===== config.mk =====
export PLATFORM = sky130hd
export DESIGN_NAME = alu_result_fifo
export DESIGN_NICKNAME = d
export VERILOG_FILES = /design/src/rtl/alu_result_fifo.sv
export SDC_FILE = /design/constraint.sdc
export NUM_CORES = 1
export LEC_CHECK = 0
export ABC_AREA = 1
export CAP_MARGIN = 15
export CORE_ASPECT_RATIO = 1.4
export CORE_UTILIZATION = 53
export DETAILED_ROUTE_END_ITERATION = 6
export HOLD_SLACK_MARGIN = 0.1
export PLACE_DENSITY = 0.84
export SYNTH_ARGS = -nofsm -noshare
export SYNTH_HDL_FRONTEND = slang
export SYNTH_SLANG_ARGS = --single-unit

===== constraint.sdc =====
create_clock -name clk -period 2 [get_ports clk]
set_input_delay 0.3 -clock clk [delete_from_list [all_inputs] [get_ports clk]]
set_output_delay 0.3 -clock clk [all_outputs]
set_load 0.03 [all_outputs]

===== src/rtl/alu_result_fifo.sv =====
`default_nettype none
// ============================================================================
// Module      : alu_result_fifo
// Description : Synchronous FIFO that buffers ALU results with their opcode,
//               using valid/ready handshakes on both sides.
//               Define ALU_RESULT_FIFO_FLAGS_EN to add per-entry zero/parity
//               flags (out_zero, out_parity).
// Revision    : 1.0 - initial release
// ============================================================================
module alu_result_fifo #(
    parameter int DEPTH      = 4,
    parameter int DATA_WIDTH = 8
) (
    input  logic                    clk,
    input  logic                    rst_n,
    input  logic                    flush,
    input  logic                    in_valid,
    output logic                    in_ready,
    input  logic [DATA_WIDTH-1:0]   in_result,
    input  logic [1:0]              in_operation,
    output logic                    out_valid,
    input  logic                    out_ready,
    output logic [DATA_WIDTH-1:0]   out_result,
    output logic [1:0]              out_operation,
`ifdef ALU_RESULT_FIFO_FLAGS_EN
    output logic                    out_zero,
    output logic                    out_parity,
`endif
    output logic [$clog2(DEPTH):0]  count
);

    localparam int                 c_ptr_w = $clog2(DEPTH);
    localparam logic [c_ptr_w:0]   c_full  = (c_ptr_w + 1)'(DEPTH);

    logic [DATA_WIDTH-1:0] r_mem_result [DEPTH];
    logic [1:0]            r_mem_op     [DEPTH];
`ifdef ALU_RESULT_FIFO_FLAGS_EN
    logic                  r_mem_zero   [DEPTH];
    logic                  r_mem_parity [DEPTH];
`endif

    logic [c_ptr_w-1:0] r_wr_ptr;
    logic [c_ptr_w-1:0] r_rd_ptr;
    logic [c_ptr_w:0]   r_count;
    logic               w_push;
    logic               w_pop;

    // Handshake readiness depends only on the occupancy register.
    assign in_ready  = (r_count != c_full);
    assign out_valid = (r_count != '0);
    assign w_push    = in_valid && in_ready;
    assign w_pop     = out_valid && out_ready;
    assign count     = r_count;

    assign out_result    = r_mem_result[r_rd_ptr];
    assign out_operation = r_mem_op[r_rd_ptr];
`ifdef ALU_RESULT_FIFO_FLAGS_EN
    assign out_zero      = r_mem_zero[r_rd_ptr];
    assign out_parity    = r_mem_parity[r_rd_ptr];
`endif

    always_ff @(posedge clk) begin
        if (!rst_n || flush) begin
            r_wr_ptr <= '0;
            r_rd_ptr <= '0;
            r_count  <= '0;
        end else begin
            if (w_push) begin
                r_wr_ptr <= r_wr_ptr + 1'b1;
            end
            if (w_pop) begin
                r_rd_ptr <= r_rd_ptr + 1'b1;
            end
            case ({w_push, w_pop})
                2'b10:   r_count <= r_count + 1'b1;
                2'b01:   r_count <= r_count - 1'b1;
                default: r_count <= r_count;
            endcase
        end
    end

    // Storage is intentionally not reset; contents are don't-care while empty.
    always_ff @(posedge clk) begin
        if (rst_n && !flush && w_push) begin
            r_mem_result[r_wr_ptr] <= in_result;
            r_mem_op[r_wr_ptr]     <= in_operation;
`ifdef ALU_RESULT_FIFO_FLAGS_EN
            r_mem_zero[r_wr_ptr]   <= (in_result == '0);
            r_mem_parity[r_wr_ptr] <= ^in_result;
`endif
        end
    end

endmodule
`default_nettype wire

**Yosys cells after proc, flatten, opt, wreduce, memory -nomap -nowiden**

Memories as Yosys holds them, arrays and structs flattened. A register that Yosys moved wholly into a read port is not among the register bits.
Cells that the tools add are included.

- Bits in writable memories: 40
- Register bits: 7
- Logic and storage cells: 28
- Memories: 2

- Reductions and logical operators: 9
- Equality and inequality tests: 3
- Muxes and demuxes: 7
- Add/sub/neg operators: 4

Memories:

| memory | words | bits a word | rd ports | clocked after Yosys merged registers in | write ports | RTL line | source |
|---|---|---|---|---|---|---|---|
| r_mem_result | 4 | 8 | 1 | 1 | 1 | 35 | `logic [DATA_WIDTH-1:0] r_mem_result [DEPTH];` |
| r_mem_op | 4 | 2 | 1 | 1 | 1 | 36 | `logic [1:0] r_mem_op [DEPTH];` |

Operators by type and width:

| cell | number |
|---|---|
| 2-bit two-way mux | 4 |
| 3-bit one-hot mux with 2 select lines | 1 |
| 2-bit by 1-bit adder with 2-bit output, second input constant | 2 |
| 1-bit logical AND | 4 |
| 3-bit by 1-bit adder with 3-bit output, second input constant | 1 |
| 3-bit inequality test, second input constant | 1 |
| 3-bit nonzero test | 1 |
| 3-bit by 1-bit subtractor with 3-bit output, second input constant | 1 |
| 2-bit by 1-bit == test with 1-bit output, second input constant | 1 |
| 2-bit == test, second input constant | 1 |
| 1-bit zero test | 2 |
| 1-bit two-way mux | 2 |
| 2-bit nonzero test | 1 |
| 1-bit logical OR | 1 |

**Longest topological paths before layout**

- Word-level depth: 5
- Gate-level depth with buffers: 13

**Worst setup path before layout**

No wires, ideal clock.

- Path type: register -> register
- Start point: reg r_count[2], in the netlist count[2]
- End point: reg r_count[2], in the netlist count[2]
- Data required time: 1.887 ns
- Buffers on the path: 0
- Cell stages (with the launch flop): 14
- Slack: -0.001 ns
- Arrival: 1.888 ns
- Clock period less this slack: 2.001 ns
- Setup time: 0.113 ns
- Cells stage by stage: dfxtp_1 inv_1 nand2_2 nand2_2 inv_1 ha_1 inv_1 fa_1 inv_1 nand2_1 nand3_1 nand2_1 nand2_1 nor2_1

- Longest elaborated chain between the ends: 4

RTL lines:

| element | RTL line | source |
|---|---|---|
| from (decl) | 44 | `logic [c_ptr_w:0] r_count;` |
| from (signal assigned) | 75 | `2'b10: r_count <= r_count + 1'b1;` |
| from (signal assigned) | 76 | `2'b01: r_count <= r_count - 1'b1;` |
| from (signal assigned) | 77 | `default: r_count <= r_count;` |
| 3-bit nonzero test * | 50 | `assign out_valid = (r_count != '0);` |
| named net out_valid | 21 | `output logic out_valid,` |
| 1-bit logical AND * | 52 | `assign w_pop = out_valid && out_ready;` |
| named net w_pop | 46 | `logic w_pop;` |
| 2-bit by 1-bit == test with 1-bit output or 2-bit == test (tied branches) | 74 | `case ({w_push, w_pop})` |
| 3-bit one-hot mux with 2 select lines or 2-bit nonzero test (tied branches) | n/a |  |

The timed path passes the listed nets; every way through them passes the cells marked *.
A chain may end at the register's enable or synchronous reset.

**Worst setup path in the final report**

- Start point: reg r_count[1], in the netlist count[1]
- End point: out in_ready

- Longest elaborated chain between the ends: 1

RTL lines:

| element | RTL line | source |
|---|---|---|
| 3-bit inequality test | 49 | `assign in_ready = (r_count != c_full);` |
| to (decl) | 18 | `output logic in_ready,` |

Every way passes these cells.

==> flow_metrics.env <==
export IMPL_status="completed"
export IMPL_cts_sinks=49
export IMPL_grt_pass1_vias=1344
export IMPL_cts_inserted_buffers=5
export IMPL_synth_most_common_cell="edfxtp_1"
export IMPL_max_freq_mhz=529
export IMPL_synthArstFlopShare_pct=0
export IMPL_leakage_nw=0.953
export IMPL_rsz0062_at_grt="no"
export IMPL_synth_common_cells="edfxtp_1 (40), nor2_1 (32), o21ai_0 (22), inv_1 (20), nand2_1 (12)"
export IMPL_rows=26
export IMPL_tightest_slew_ns=0.304
export IMPL_tritoncts="done"
export IMPL_relSlewSlack_pct=79.7
export IMPL_diodes=0
export IMPL_start_util_pct=54.9
export IMPL_yosysSeqAreaShare_pct=69.0
export IMPL_clkLatencyLatePin_ns=0.29
export IMPL_hold_violations=0
export IMPL_drcViolationCount=0
export IMPL_cap_violations=0
export IMPL_postRouteAntennaNets=0
export IMPL_syn_to_final_growth_pct=26.8
export IMPL_syn_inst=171
export IMPL_yosysTopAreaCell="edfxtp_1"
export IMPL_nets=236
export IMPL_grt_total_usage_pct=20.2
export IMPL_slowest_delay_ns=0.67
export IMPL_final_area_um2=2540
export IMPL_slew_viol_final=0
export IMPL_arrival_ns=1.59
export IMPL_wl_per_cell_um=13.5
export IMPL_drtIter0Drc=24
export IMPL_io_buffers=29
export IMPL_post_route_min_period_ns=1.89
export IMPL_yosysTopAreaCellShare_pct=60.0
export IMPL_grt_max_degree=21
export IMPL_cp_max_fo=4
export IMPL_synth_edf_count=40
export IMPL_cts_htree_levels=2
export IMPL_ys_seq_elements=49
export IMPL_postCtsSetupBuffers=0
export IMPL_cp_start_kind="flip-flop"
export IMPL_cts_root_buf="clkbuf_8"
export IMPL_grt_overflow=0
export IMPL_synth_cell_types=19
export IMPL_path_cells="nor2_4 -> nand2_1 -> clkdlybuf4s50_1"
export IMPL_skew_ns=0.00416
export IMPL_grt_pass1_wl_um=5580
export IMPL_clock_path_buffers=2
export IMPL_antenna_found_initial=0
export IMPL_cp_end_kind="primary output"
export IMPL_drt_total_wl_um=3500
export IMPL_die_x_um=53.9
export IMPL_dp_hpwl_um=2530
export IMPL_num_io_pins=30
export IMPL_powerDensity_nw_per_um2=740
export IMPL_finalCritPeriodShare_pct=94.5
export IMPL_clkTransAtPathRegs_ns=0.08
export IMPL_drt_pass1_iter_count=4
export IMPL_finalSetupViolations=0
export IMPL_core_area_um2=3640
export IMPL_fin_util_pct=69.6
export IMPL_hold_class="reg -> reg"
export IMPL_via_per_inst=5.21
export IMPL_dp_cells=250
export IMPL_synth_area_leaders="edfxtp_1 (60%), dfxtp_1 (9.0%), nor2_1 (6.0%)"
export IMPL_ys_flop_type="edfxtp_1"
export IMPL_drive_gt1_share_pct=13.0
export IMPL_dieArea_um2=4030
export IMPL_placed_cell_area_um2=2460
export IMPL_synth_area_per_cell_um2=11.7
export IMPL_vdd_drop_max_v=0.000582
export IMPL_crit_path_top_delay_cell="clkdlybuf4s50_1"
export IMPL_setup_tns_ns=0
export IMPL_synth_nets=192
export IMPL_ys_warnings_count=0
export IMPL_crit_required_ns=1.70
export IMPL_synth_cell_area_um2=2000
export IMPL_place_gp_congestion=0.768
export IMPL_chipHeight_um=74.7
export IMPL_vias=1345
export IMPL_critPathKind="reg -> out"
export IMPL_stdcell_count=258
export IMPL_power_mw=1.88
## stage by stage
step,hold slack [ns],setup WS [ns]
floorplan,0.399,0.0386
global placement,0.495,0.0522
detailed placement,0.514,-0.0271
CTS,0.531,0.100
global route,0.554,0.00286
finish,0.526,0.111
## final cells by class
type | count | area, um^2
Timing Repair Buffer | 42 | 413
Tap cell | 42 | 52.6
Multi-Input combinational cell | 97 | 522
Clock inverter | 2 | 8.76
Fill cell | 262 | 1110
Clock buffer | 6 | 82.6
Sequential cell | 49 | 1380
Inverter | 20 | 75.1
## report_power, final
group / internal [mW] / switching (mW) / leakage (nW) / total (mW)
sequential: 1.12 / 0.0107 / 0.435 / 1.13
clock: 0.274 / 0.285 / 0.0486 / 0.559
combinational: 0.0820 / 0.108 / 0.469 / 0.190
## per-layer routing
metal | track usage (%) | up-vias | routed length, um
li1 | - | 672 | -
met1 | 17.9 | 640 | 1320
met2 | 40.6 | 27 | 2020
met3 | 5.25 | 6 | 120
met4 | 7.60 | 0 | 34
met5 | 0 | - | 0
## final timing paths
check / from / endpoint / slack [ns] / cells after the start
max reg2reg: count[1] / count[2] / 0.17 / 13
max: count[1] / in_ready / 0.11 / 3
min: r_wr_ptr[1] / r_wr_ptr[1] / 0.53 / 2
min reg2reg: r_wr_ptr[1] / r_wr_ptr[1] / 0.53 / 2
## critical path: cells and delay by family (launching register included)
kind	cells	cell delay [ns]
buffers and inverters	1	0.67
flip-flops	1	0.44
AND/OR/NAND/NOR	2	0.18
## placed cells by master, fill, tap and decap left out, drive strengths merged
cell,n
dfxtp,9
nand3,4
a21oi,3
inv,20
clkinv,2
a21boi,1
edfxtp,40
o21ai,22
fa,1
ha,5
dlygate4sd2,10
nand3b,1
nand2,15
nor2,35
o22ai,10
clkdlybuf4s50,19
clkbuf,6
buf,13
## cells by family after synthesis
logic type,count (synthesis),share of synthesized area (%)
flip-flops,49,69.0
AND/OR/NAND/NOR,55,12.0
AO/OA/AOI/OAI,36,9.94
adder cells (fa/ha/maj),6,4.13
buffers and inverters,25,4.88
## what timing repair did
item | 4_1_cts | 5_1_grt
setup endpoints to repair | 10 | 0
hold buffers | 0 | 0
gates resized for setup | 10 | 0
## registers in the layout (all words and copies together) (netlist names), named ones only
register and count:
count 3, r_mem_op 8, r_mem_result 32, r_rd_ptr 2, r_wr_ptr 2
(Power assumes the default switching activity.)
==> RTL edit, RTL diff (config.mk and constraints unchanged) <==
Register the output `count` once more; this adds one clock of latency there. The other outputs are not delayed to match.
--- a/src/rtl/alu_result_fifo.sv
+++ b/src/rtl/alu_result_fifo.sv
@@ -50,7 +50,9 @@
     assign out_valid = (r_count != '0);
     assign w_push    = in_valid && in_ready;
     assign w_pop     = out_valid && out_ready;
-    assign count     = r_count;
+    always_ff @(posedge clk) begin
+        count <= r_count;
+    end
 
     assign out_result    = r_mem_result[r_rd_ptr];
     assign out_operation = r_mem_op[r_rd_ptr];
Formal check against the unedited RTL: not equivalent (a bounded check fails within 4 cycles, from zero or initial values).
==> RTL edit against the original RTL <==
  * Utilization grew 0.13 points
  * Clock skew grew 3.3 ps
  * Critical path depth is the same
  * Cell count shrank 0.39%
  * Non-clock buffer count shrank 4
  * First-iteration DRC count grew 88%
  * Wire length grew 7.5%
  * Final area grew 2.0%
  * Synthesized area grew 3.9%
  * Sequential cell count grew 3
  * Worst setup slack lost 18 ps
  * Power grew 9.6%
  * Sequential share of layout area grew 1.3 points
  * Critical path type unchanged
==> RTL edit: results (changes against the original RTL) <==
[sta]
holdWs_ps = 429  ; -97.9 ps
min_period_over_period = 0.953  ; +0.00892

[pwr]
combPwrFrac = 0.093  ; -0.008
p_leak_nw = 0.964  ; +1.2%
powerSeq_mw = 1.19  ; +5%
power_mw = 2.06  ; +9.6%
ir_worst_vdd_mv = 0.690  ; +19%
p_sw_frac = 0.207  ; -0.00843

[global_route]
grtUsageTotal = 0.202  ; about the same
grt_pass1_vias = 1291  ; -3.9%
grt_pass1_wl_um = 5860  ; +5.1%

[finish]
fillers = 292  ; +11%
drive_gt1_frac = 0.135  ; +0.00525

[place]
placed_cell_area_um2 = 2490  ; +1.4%
place.gp.congestion = 0.765  ; -0.38%
dpl_worst_slack_ps = -26.4  ; +0.652 ps
dp_cells = 249  ; -0.40%

[yosys]
synth_area_leaders = edfxtp_1 58%, dfxtp_1 12%, nor2_1 5.8%
ys_seq_area_frac = 0.693  ; +0.00271
synth_cell_types = 22  ; +3
synth_common_cells = 40 x edfxtp_1, 32 x nor2_1, 22 x o21ai_0, 18 x inv_1, 12 x dfxtp_1
synth_nets = 195  ; +1.6%
netlist_instances = 174  ; +1.8%

[critical_path]
crit_path_start = r_count[2]
r2r_end = r_count[2]

[clocking]
cts_resized = 11  ; +1

[min_path]
min_from = r_count[1]

[drt]
drt-initial-drc-count = 45  ; +88%

[status]
outcome = finished, final reports clean

[RTL edit: cell type report]
type / count / area share
Clock inverter: 2 / 0.0135
Inverter: 20 / 0.0290
Sequential cell: 52 / 0.558
Tap cell: 42 / 0.0203
Clock buffer: 6 / 0.0281
Multi-Input combinational cell: 97 / 0.209
Timing Repair Buffer: 38 / 0.142
[RTL edit: critical path, delay by kind of cell (launching register included)]
family,cells,cell delay [ps]
AND/OR/NAND/NOR,1,90
flip-flops,1,460
buffers and inverters,2,760
[RTL edit: routing by layer]
layer  track usage  up-vias  part of all wire
met5             0        -                 0
met4         0.103        0             0.030
met3        0.0439        8             0.031
met2         0.342       31              0.55
met1         0.226      639              0.39
li1              -      674                 -
[RTL edit: logic make-up after synthesis]
| kind of cell | count (synthesis) | synth area share |
|---|---|---|
| AND/OR/NAND/NOR | 55 | 0.119 |
| flip-flops | 52 | 0.693 |
| AO/OA/AOI/OAI | 36 | 0.101 |
| buffers and inverters | 25 | 0.0469 |
| adder cells (fa/ha/maj) | 6 | 0.0397 |
